`src/rtl/seq_det_prog.sv`:
```
`default_nettype none
// ============================================================================
// Module   : seq_det_prog
// Purpose  : Programmable serial sequence detector. A pattern of 1..MAXLEN
//            bits is loaded at run time. The MSB-first DIN stream is shifted
//            into a history register, and MATCH pulses for one cycle after
//            the final pattern bit arrives. Overlapping matches can be
//            enabled or disabled.
// Options  : define SEQ_DET_CNT_EN to build the saturating match counter
//            (COUNT). When it is undefined, COUNT is tied to zero and no
//            counter flops exist.
// Revision : 1.0 - initial release
// ============================================================================
module seq_det_prog #(
  parameter int MAXLEN = 16,  // maximum pattern length, 2..32
  parameter int LENW   = 5,   // width of LEN; must hold MAXLEN
  parameter int CNTW   = 8    // match counter width
) (
  input  logic              CLK,
  input  logic              RST,
  input  logic              CLR,
  input  logic              LOAD,
  input  logic [MAXLEN-1:0] PAT,
  input  logic [LENW-1:0]   LEN,
  input  logic              OVERLAP,
  input  logic              DIN,
  input  logic              DVALID,
  output logic              MATCH,
  output logic              ERR,
  output logic              ARMED,
  output logic [CNTW-1:0]   COUNT
);

  localparam logic [LENW-1:0] MAXLEN_L = LENW'(MAXLEN);

  typedef enum logic [0:0] {
    ST_UNCFG = 1'b0,
    ST_RUN   = 1'b1
  } state_t;

  state_t            state, state_next;
  logic [MAXLEN-1:0] hist, hist_next;
  logic [MAXLEN-1:0] pat_reg, pat_next;
  logic [LENW-1:0]   len_reg, len_next;
  logic [LENW-1:0]   fill, fill_next;
  logic              match_reg, match_next;
  logic              err_reg, err_next;

  logic              len_legal;
  logic [MAXLEN-1:0] len_mask;
  logic [MAXLEN-1:0] hist_shift;
  logic [LENW-1:0]   fill_inc;
  logic              consume;
  logic              hit;

  // A LOAD is only accepted when 1 <= LEN <= MAXLEN.
  assign len_legal = (LEN != '0) && (LEN <= MAXLEN_L);

  // Mask covering the LEN_reg least significant history bits. Only these
  // bits take part in the comparison.
  for (genvar i = 0; i < MAXLEN; i++) begin : g_mask
    assign len_mask[i] = (len_reg > LENW'(i));
  end

  // The history as it would be after consuming DIN. The newest bit is the LSB.
  assign hist_shift = {hist[MAXLEN-2:0], DIN};

  // Fill count after consuming DIN. It saturates at MAXLEN.
  assign fill_inc = (fill == MAXLEN_L) ? fill : fill + 1'b1;

  // A bit is consumed only in RUN, with DVALID set, and when neither CLR nor
  // LOAD claims the cycle.
  assign consume = (state == ST_RUN) && DVALID && !CLR && !LOAD;

  // A hit needs enough fresh bits, and the newest LEN bits must equal the
  // pattern. Requiring fill >= LEN keeps stale history bits out of the match.
  assign hit = consume && (fill_inc >= len_reg) &&
               (((hist_shift ^ pat_reg) & len_mask) == '0);

  // State, configuration and history registers with asynchronous reset.
  always_ff @(posedge CLK or posedge RST) begin
    if (RST) begin
      state     <= ST_UNCFG;
      hist      <= '0;
      pat_reg   <= '0;
      len_reg   <= '0;
      fill      <= '0;
      match_reg <= 1'b0;
      err_reg   <= 1'b0;
    end else begin
      state     <= state_next;
      hist      <= hist_next;
      pat_reg   <= pat_next;
      len_reg   <= len_next;
      fill      <= fill_next;
      match_reg <= match_next;
      err_reg   <= err_next;
    end
  end

  // Next-state and datapath decode. Priority order is CLR, then LOAD, then DVALID.
  always_comb begin
    state_next = state;
    hist_next  = hist;
    pat_next   = pat_reg;
    len_next   = len_reg;
    fill_next  = fill;
    match_next = 1'b0;
    err_next   = 1'b0;

    if (CLR) begin
      // Clear the stream state and keep the configuration.
      hist_next = '0;
      fill_next = '0;
    end else if (LOAD) begin
      if (len_legal) begin
        pat_next   = PAT;
        len_next   = LEN;
        hist_next  = '0;
        fill_next  = '0;
        state_next = ST_RUN;
      end else begin
        // An illegal length only raises ERR. Nothing else changes.
        err_next = 1'b1;
      end
    end else begin
      case (state)
        ST_UNCFG: begin
          // No pattern is loaded yet, so DIN is ignored.
        end
        ST_RUN: begin
          if (DVALID) begin
            hist_next  = hist_shift;
            // In non-overlapping mode a hit restarts the fill, so the next
            // match needs LEN fresh bits.
            fill_next  = (hit && !OVERLAP) ? '0 : fill_inc;
            match_next = hit;
          end
        end
        default: state_next = ST_UNCFG;
      endcase
    end
  end

  assign MATCH = match_reg;
  assign ERR   = err_reg;
  assign ARMED = (state == ST_RUN);

`ifdef SEQ_DET_CNT_EN
  logic [CNTW-1:0] count_reg;

  // Saturating hit counter. CLR zeroes it; LOAD leaves it unchanged.
  always_ff @(posedge CLK or posedge RST) begin
    if (RST) begin
      count_reg <= '0;
    end else if (CLR) begin
      count_reg <= '0;
    end else if (hit && (count_reg != '1)) begin
      count_reg <= count_reg + 1'b1;
    end
  end

  assign COUNT = count_reg;
`else
  assign COUNT = '0;
`endif

endmodule
`default_nettype wire

```
`config.mk`:
```
export PLATFORM = sky130hd
export DESIGN_NAME = seq_det_prog
export DESIGN_NICKNAME = d
export VERILOG_FILES = /design/src/rtl/seq_det_prog.sv
export SDC_FILE = /design/constraint.sdc
export NUM_CORES = 1
export LEC_CHECK = 0
export ABC_AREA = 1
export BUFFER_PORTS_ARGS = -buffer_cell sky130_fd_sc_hd__buf_2
export CORE_ASPECT_RATIO = 0.7
export CORE_MARGIN = 2
export CORE_UTILIZATION = 50
export CTS_BUF_LIST = sky130_fd_sc_hd__clkbuf_8
export DETAILED_ROUTE_END_ITERATION = 7
export PLACE_DENSITY = 0.68
export SYNTH_ARGS = -nofsm -noshare
export SYNTH_HDL_FRONTEND = slang
export SYNTH_SLANG_ARGS = --single-unit
```
`constraint.sdc`:
```
create_clock -name CLK -period 3.04 [get_ports CLK]
set_input_delay 0.608 -clock CLK [delete_from_list [all_inputs] [get_ports CLK]]
set_output_delay 0.608 -clock CLK [all_outputs]
set_load 0.1 [all_outputs]
```
==> key figures, run 1 <==
STA
  – Fin. max-slew vios: 0
  – Final setup vio count: 0
  – Worst-Margin Slew: 0.8540 ns
  – Max Clock Skew: 0.005769 ns
  – Slew headroom: 0.4272
  – RSZ-0062 raised after global routing: no
  – Final hold vios: 0
  – Peak Freq: around 450 MHz
  – Setup_tns: 0 ns
  – Tcrit/Tclk final: 0.7307
  – Hold_ws: around 0.36 ns
  – Minimum clock period: ~2.2 ns
  – Setup WS post-layout: around 0.82 ns

Worst setup path
  – Setup crit end: fill[4]
  – Crit path required time: approximately 3.3 ns
  – CP Launch Type: flop
  – Crit. Startpoint: fill[0]
  – Cell Chain, Critical Path: inv_1, ha_1, nand4_1, nand2_1, inv_1, ha_1, nand2_1, inv_1, o21ai_0, nand4_1, nand4_4, nand2_1, nand2_1
  – Buf/Inv on CP: 3
  – Top cell family by delay on the critical path: simple AND/OR/NAND/NOR gates
  – Worst path most repeated cell: nand2_1
  – CP peak stage delay: between 0.4 and 0.5 ns
  – Reg-to-reg slack, setup: roughly 0.8 ns
  – Max FO, Critical Path: 5
  – Terminus of the critical flop-to-flop path: fill[4]
  – Worst setup EP type: flop
  – CP max-delay cell: dfrtp_1
  – Stages on worst setup path: 13
  – Worst EP arrival: 2.47 ns
  – Worst R2R Path Depth: 13
  – Crit Path Class: reg -> reg
  – Critical R2R Launch: fill[0]

Final layout
  – Share of layout cells above drive strength 1: 0.1731
  – Final Non-Filler Cells: roughly 430
  – Final nets: between 300 and 400
  – Area Growth Syn to Fin: 10.93%
  – Filler instances: between 400 and 500
  – Post-layout instance area: around 0.0028 mm^2
  – Max reg flops: 16
  – Register area: approximately 0.0011 mm^2
  – Final Core Density: 0.5833
  – Multi-input logic area: between 0.001 and 0.0015 mm^2
  – Ant. Diodes: 0

Routing
  – DRC viols: 0
  – Met3 Wirelength: around 440 um
  – Vias post-DR: 2024
  – Met2 routed WL: 1.976 mm
  – Vias/cell: between 4 and 5
  – DRT Pass-1 Iters: 4
  – Initial drt markers: 158
  – Routed WL per cell: about 12 um
  – Highest routed layer: met4
  – WL met1: ~2.7 mm
  – DRT Wirelength: 5.185 mm
  – Final ANT Viol Nets: 0

Synth
  – Mean Syn Cell Area: around 7.7 um^2
  – Sequential share of the synthesized area: 0.4331
  – Post-synthesis cell area: 0.002542 mm^2
  – Synth Flop Type: dfrtp_1
  – Yosys reg bits: 44
  – Synth area leaders: dfrtp_1, nand2_1, inv_1
  – Post-synth top area cell: dfrtp_1
  – Top cell type's share of synthesized area: 0.4331
  – EDFF count, synth: 0
  – Synth Instances: approximately 330
  – Count leader, synth: nand2_1
  – Synth unique cells: 30
  – Synth cell count leaders: nand2_1, inv_1, dfrtp_1
  – FFs w/ async S/R, synth: 1.000
  – Synth warn: 0

Flow run
  – Maxcap violations: 0

Global routing
  – Initial antenna violation count: 0
  – Largest net degree at the start of global routing: 40
  – Vias in the first global route: approximately 1800
  – First-pass GRT wire length: 8.652 mm
  – Global route overflow: 0
  – GRT Total Usage: 0.2015

Power and ir drop
  – Post-route total power: 1.429 mW
  – Peak supply drop: roughly 260 uV
  – Power density over the cells: between 500 and 600 mW/mm^2
  – Static leakage: approximately 1.5 nW

Floorplanning
  – I/O pins: 39
  – Area of the die: about 0.0057 mm^2
  – Initial Util: 0.5259
  – Die Ht: between 60 and 70 um
  – Die width: between 80 and 90 um
  – Num rows: 21
  – Core region area: just under 0.005 mm^2

Clock network
  – Bufs on Longest Clock Path: 2
  – PostCTS Resize Cnt: 0
  – Clock sink total: 44
  – Clk root buf: clkbuf_8
  – H-tree Lvls: 2
  – Post-CTS Setup Inserts: 0
  – Clock slew at reported path FFs: approximately 0.09 ns
  – Skew-Pair Late Insertion Delay: 0.30 ns
  – Hold-fix buffers, CTS: 0
  – TritonCTS clock tree: done
  – Num CTS Buffers: 5

Place
  – Pre-CTS setup slack: about 0.89 ns
  – Post-DP Area: 0.002730 mm^2
  – Gpl congestion: 0.8451
  – Placed cells: ~430
  – Port bufs: 30
  – DP Wirelength: approximately 3.9 mm

Hold path
  – Worst min path class: in -> async

Status
  – Outcome: finished, final reports clean
[cell usage in the layout (no fill, tap or decap), types with 4 or more instances in the layout]
cell type	instances
a21oi_1	14
o21ai_0	8
mux2_1	4
xor2_1	4
clkbuf_8	5
nand2_1	93
nand2_2	4
o22ai_1	15
conb_1	8
inv_2	7
ha_1	7
dfrtp_1	44
nand4_1	5
nand3_1	7
nor2_1	31
inv_1	55
buf_2	30
[kinds of logic after synthesis]
logic type      share of synthesized area
xor+xnor                          0.02707
buf+inv                            0.1284
fa+ha+maj                         0.03445
simple gates                       0.2667
flops                              0.4331
other cells                      0.001475
mux                               0.01772
compound gates                    0.09105
[how the worst min path moves through the flow]
stage / cells past startpoint / end / slack, ns
after floorplan: 1 / pat_reg[13] / 0.48
after global placement: 2 / ARMED / 0.47
after detailed placement: 2 / ARMED / 0.48
after CTS: 2 / hist[3] / 0.38
after global routing: 2 / hist[13] / 0.40
final: 2 / hist[3] / 0.36
[where the power goes]
group / switching, mW / internal [mW]
Sequential: 0.0500 / 0.639
Clock: 0.212 / 0.163
Combinational: 0.246 / 0.119
[routing by layer]
metal / global-route usage / up-vias
met4: 0.05597 / 0
met2: 0.2620 / 69
met1: 0.3267 / 879
met3: 0.04587 / 8
met5: 0 / -
li1: - / 1068
[cell type report]
cell class	instances	share of cell area
clock buffers	5	0.02440
clock inverters	3	0.007542
inverters	63	0.08385
multi-input cells	217	0.4046
flip-flops and latches	44	0.3904
well taps	69	0.03061
repair buffers	32	0.05856
(Power assumes the default switching activity.)
==> inputs of run 2 (changes only) <==
Settings changed: PLACE_DENSITY 0.68 to 0.7.
Clock period 3.04 ns to 2 ns, I/O delays scaled along.
==> key figures, run 2 (synthesis gave the netlist of run 1 again) <==
Status
  – Outcome: finished, violations left
  – Failing checks: negative setup slack

Global routing
  – Initial antenna violation count: 0
  – First-pass GRT wire length: a little over 9 mm
  – Global route overflow: 0
  – GRT Total Usage: 0.2095
  – Vias in the first global route: ~1900
  – Largest net degree at the start of global routing: 40

STA
  – Worst-Margin Slew: 0.5008 ns
  – Slew headroom: 0.6641
  – Minimum clock period: about 2.1 ns
  – Peak Freq: ~480 MHz
  – Max Clock Skew: 0.006118 ns
  – Fin. max-slew vios: 0
  – Tcrit/Tclk final: 1.045
  – RSZ-0062 raised after global routing: yes
  – Final hold vios: 0
  – Final setup vio count: 6
  – Setup WS post-layout: -0.09077 ns

Clock network
  – TritonCTS clock tree: done
  – H-tree Lvls: 2
  – Clock slew at reported path FFs: around 0.080 ns
  – Clk root buf: clkbuf_8
  – Num CTS Buffers: 5
  – Skew-Pair Late Insertion Delay: 0.30 ns
  – Clock sink total: between 40 and 50
  – Bufs on Longest Clock Path: 2

Worst setup path
  – Worst R2R Path Depth: 13
  – Buf/Inv on CP: 3
  – CP peak stage delay: approximately 0.43 ns
  – Crit. Startpoint: fill[0]
  – Reg-to-reg slack, setup: -0.09 ns
  – Worst EP arrival: roughly 2.3 ns
  – Crit Path Class: reg -> reg
  – Top cell family by delay on the critical path: simple AND/OR/NAND/NOR gates
  – Critical R2R Launch: fill[0]
  – Crit path required time: around 2.2 ns
  – CP max-delay cell: dfrtp_1
  – Worst path most repeated cell: nand4_1
  – Terminus of the critical flop-to-flop path: fill[2]
  – CP Launch Type: flop
  – Setup crit end: fill[2]
  – Cell Chain, Critical Path: inv_2, ha_4, nand4_1, buf_4, o21ai_2, ha_1, nand2_1, inv_1, nand4_1, nand4_1, nand4_4, nand2_2, nand2_1
  – Stages on worst setup path: 13
  – Max FO, Critical Path: 5
  – Worst setup EP type: flop

Routing
  – Initial drt markers: between 100 and 150
  – Vias/cell: between 4 and 5
  – DRT Pass-1 Iters: 4
  – Vias post-DR: roughly 2100
  – DRC viols: 0
  – DRT Wirelength: around 5.5 mm
  – Routed WL per cell: 12.40 um
  – Final ANT Viol Nets: 0

Final layout
  – Share of layout cells above drive strength 1: 0.2420
  – Most common cell after layout, fill and taps aside: nand2_1
  – Final nets: 410
  – Area Growth Syn to Fin: 18.31%
  – Most frequent cells in the layout: nand2_1, inv_1, dfrtp_1
  – Post-layout instance area: 0.003008 mm^2
  – Ant. Diodes: 0
  – Max reg flops: 16

Place
  – Gpl congestion: around 0.88
  – Port bufs: 30
  – DP Wirelength: roughly 4.0 mm
  – Post-DP Area: 0.002804 mm^2

Power and ir drop
  – Peak supply drop: approximately 440 uV
  – Post-route total power: approximately 2.3 mW
  – Static leakage: roughly 1.6 nW
  – Power density over the cells: roughly 770 mW/mm^2

Floorplanning
  – Die width: roughly 89 um
  – I/O pins: 39
  – Die Ht: roughly 64 um
  – Initial Util: 0.5259
  – Core region area: a little under 0.005 mm^2
  – Area of the die: 0.005680 mm^2
  – Num rows: 21

Hold path
  – Worst min path class: in -> async

Flow run
  – Maxcap violations: 0
run 2: area by class of cell:
class | instances | area [um^2]
clock buffer | 5 | 68.82
clock inverter | 3 | 38.79
fill | 449 | 1827
inverter | 63 | 236.5
multi-input combinational | 217 | 1207
sequential | 44 | 1102
tap | 69 | 86.33
timing repair buffer | 44 | 267.8
run 2: metrics by stage:
step | cells | setup TNS, ns | setup slack, ns | hold slack [ns] | util
6_report | 445 | -0.4627 | -0.09077 | 0.05620 | 0.6222
5_1_grt | 445 | -1.170 | -0.2138 | 0.07001 | 0.6222
4_1_cts | 443 | -0.2553 | -0.05644 | 0.06385 | 0.6110
3_5_place_dp | 433 | -0.7933 | -0.1417 | 0.3877 | 0.5800
3_3_place_gp | 433 | -0.06128 | -0.01299 | 0.3875 | 0.5800
2_1_floorplan | 339 | 0 | 0.07422 | 0.4846 | -
run 2: what timing repair did:
action	in CTS	in global routing
setup buffers	2	2
endpoints found under the setup margin	6	6
gates resized for setup	3	16
pin swaps	6	15
hold buffers	0	0
run 2: worst reg2reg max path, delay by kind of cell, from the launching register on:
family	cells	cell delay [ns]
fa+ha+maj	2	0.39
simple gates	7	0.72
compound gates	1	0.15
flops	1	0.43
buf+inv	3	0.34
run 2: how the worst min path moves through the flow:
stage / to / slack [ns]
detailed placement: pat_reg[0] / 0.39
CTS: pat_reg[0] / 0.06
global route: hist[3] / 0.07
finish: pat_reg[0] / 0.06
floorplan: pat_reg[13] / 0.48
global placement: pat_reg[0] / 0.39
run 2: report_power, final:
part	total (mW)	internal [mW]	leakage (nW)	switching, mW
Sequential	1.05	0.972	0.552	0.0817
Combinational	0.593	0.205	0.991	0.389
Clock	0.670	0.366	0.0593	0.304
Total	2.32	1.54	1.60	0.775
run 2: layer usage:
metal	wire [um]	GRT usage
met1	2727	0.3331
met2	2336	0.2778
met3	425	0.05242
met4	31	0.05597
met5	0	0
==> inputs of run 3 (changes only) <==
Settings changed: PLACE_DENSITY 0.7 to 0.68.
Clock period 2 ns to 2.5 ns, I/O delays scaled along.
==> key figures, run 3 (synthesis gave the netlist of run 1 again) <==
Worst setup path
  – Crit Path Class: reg -> reg
  – Worst setup EP type: flop
  – Reg-to-reg slack, setup: approximately 0.31 ns
  – Worst EP arrival: 2.42 ns
  – CP Launch Type: flop
  – Worst R2R Path Depth: 12
  – Max FO, Critical Path: 5
  – Crit path required time: around 2.7 ns

STA
  – Setup_tns: 0 ns
  – Minimum clock period: between 2 and 2.5 ns
  – Fin. max-slew vios: 0
  – Tcrit/Tclk final: 0.8780
  – Final setup vio count: 0
  – Peak Freq: approximately 460 MHz
  – Max Clock Skew: 0.007107 ns
  – Slew headroom: 0.5475
  – Final hold vios: 0
  – Worst-Margin Slew: ~0.68 ns
  – RSZ-0062 raised after global routing: no

Place
  – Post-DP Area: between 0.002 and 0.003 mm^2
  – Port bufs: 30
  – DP Wirelength: about 3.6 mm
  – Gpl congestion: just over 0.8

Clock network
  – Clock slew at reported path FFs: around 0.08 ns
  – H-tree Lvls: 2
  – Post-CTS Setup Inserts: 0
  – Skew-Pair Late Insertion Delay: slightly below 0.3 ns
  – Clock sink total: between 40 and 50
  – Clk root buf: clkbuf_8
  – Num CTS Buffers: 5
  – TritonCTS clock tree: done
  – PostCTS Resize Cnt: 0
  – Bufs on Longest Clock Path: 2
  – Hold-fix buffers, CTS: 0

Final layout
  – Max reg flops: 16
  – Area Growth Syn to Fin: 11.61%
  – Share of layout cells above drive strength 1: 0.1703
  – Most frequent cells in the layout: nand2_1, inv_1, dfrtp_1
  – Most common cell after layout, fill and taps aside: nand2_1
  – Final nets: roughly 400
  – Filler instances: slightly below 500
  – Post-layout instance area: 0.002838 mm^2
  – Ant. Diodes: 0

Floorplanning
  – Num rows: 21
  – Initial Util: 0.5259
  – Area of the die: around 0.0057 mm^2
  – I/O pins: 39
  – Core region area: 0.004835 mm^2
  – Die width: between 80 and 90 um
  – Die Ht: approximately 64 um

Routing
  – DRT Wirelength: 4.891 mm
  – Initial drt markers: ~110
  – Vias/cell: approximately 4.7
  – DRC viols: 0
  – DRT Pass-1 Iters: 4
  – Final ANT Viol Nets: 0
  – Routed WL per cell: approximately 11 um
  – Vias post-DR: approximately 2100

Power and ir drop
  – Internal power: about 1.2 mW
  – Power density over the cells: approximately 640 mW/mm^2
  – Sequential share of power: 0.465
  – Static leakage: 1.541 nW
  – P_sw: 591.5 uW
  – Peak supply drop: ~310 uV
  – Switch share: 0.3274
  – Clock Power Share: 0.291
  – Comb pwr share: 0.245

Global routing
  – First-pass GRT wire length: roughly 8.6 mm
  – Vias in the first global route: between 1500 and 2000
  – Largest net degree at the start of global routing: 45
  – Initial antenna violation count: 0
  – Global route overflow: 0
  – GRT Total Usage: 0.1964

Flow run
  – Maxcap violations: 0

Status
  – Outcome: finished, final reports clean

Hold path
  – Worst min path class: in -> async
[run 3: changes by cell type in the layout (fill, tap and decap cells not counted), sizes merged]
| cell | delta |
|---|---|
| buf | -12 |
[run 3: path summary, 6_finish.rpt]
kind                          from          end
setup / recovery           fill[0]      fill[4]
hold / removal                 RST   pat_reg[3]
setup reg to reg           fill[0]      fill[4]
hold reg to reg              ARMED        ARMED
max in group asynchronous      RST   len_reg[0]
min in group CLK           PAT[10]  pat_reg[10]
[run 3: cell type report]
cell class,count,area (um^2),share of cell area
Clock buffer,5,68.82,0.02425
Clock inverter,3,38.79,0.01367
Inverter,63,236.5,0.08333
Multi-Input combinational cell,217,1141,0.4021
Sequential cell,44,1101,0.3880
Tap cell,69,86.33,0.03042
Timing Repair Buffer,32,165.2,0.05820
[run 3: power groups by stage]
| stage | Combinational [mW] | Sequential (mW) | Clock [mW] |
|---|---|---|---|
| 4_1_cts | 0.445 | 0.839 | 0.537 |
| 3_3_place_gp | 0.435 | 0.854 | 0 |
| 2_1_floorplan | 0.361 | 0.841 | 0 |
| 3_5_place_dp | 0.441 | 0.854 | 0 |
| 6_report | 0.443 | 0.839 | 0.525 |
| 5_1_grt | 0.503 | 0.850 | 0.576 |
[run 3: per-layer routing]
| metal | global-route usage | up-vias | share of wire |
|---|---|---|---|
| met5 | 0 | - | 0 |
| met4 | 0.03918 | 0 | 0.0063 |
| met3 | 0.04456 | 4 | 0.070 |
| met2 | 0.2741 | 51 | 0.40 |
| met1 | 0.3099 | 924 | 0.53 |
| li1 | - | 1072 | - |
[run 3: worst max-delay path, stage by stage (launching register included)]
cell	delay [ns]
dfrtp_1	0.42
inv_1	0.12
ha_1	0.16
nand4_1	0.19
o21ai_0	0.32
ha_1	0.31
nand2_1	0.07
inv_1	0.04
nand4_1	0.06
nand4_1	0.15
nand4_4	0.17
nand2_1	0.06
nand2_1	0.06
[run 3: stage by stage]
| step | power, mW | util | hold WS, ns | instances | worst slack (ns) |
|---|---|---|---|---|---|
| floorplan | 1.202 | - | 0.4846 | 339 | 0.4301 |
| global placement | 1.289 | 0.5647 | 0.4658 | 425 | 0.4497 |
| detailed placement | 1.294 | 0.5647 | 0.4798 | 425 | 0.3174 |
| CTS | 1.821 | 0.5870 | 0.3427 | 433 | 0.3013 |
| global route | 1.930 | 0.5870 | 0.3949 | 433 | 0.05421 |
| finish | 1.807 | 0.5870 | 0.3236 | 433 | 0.3051 |
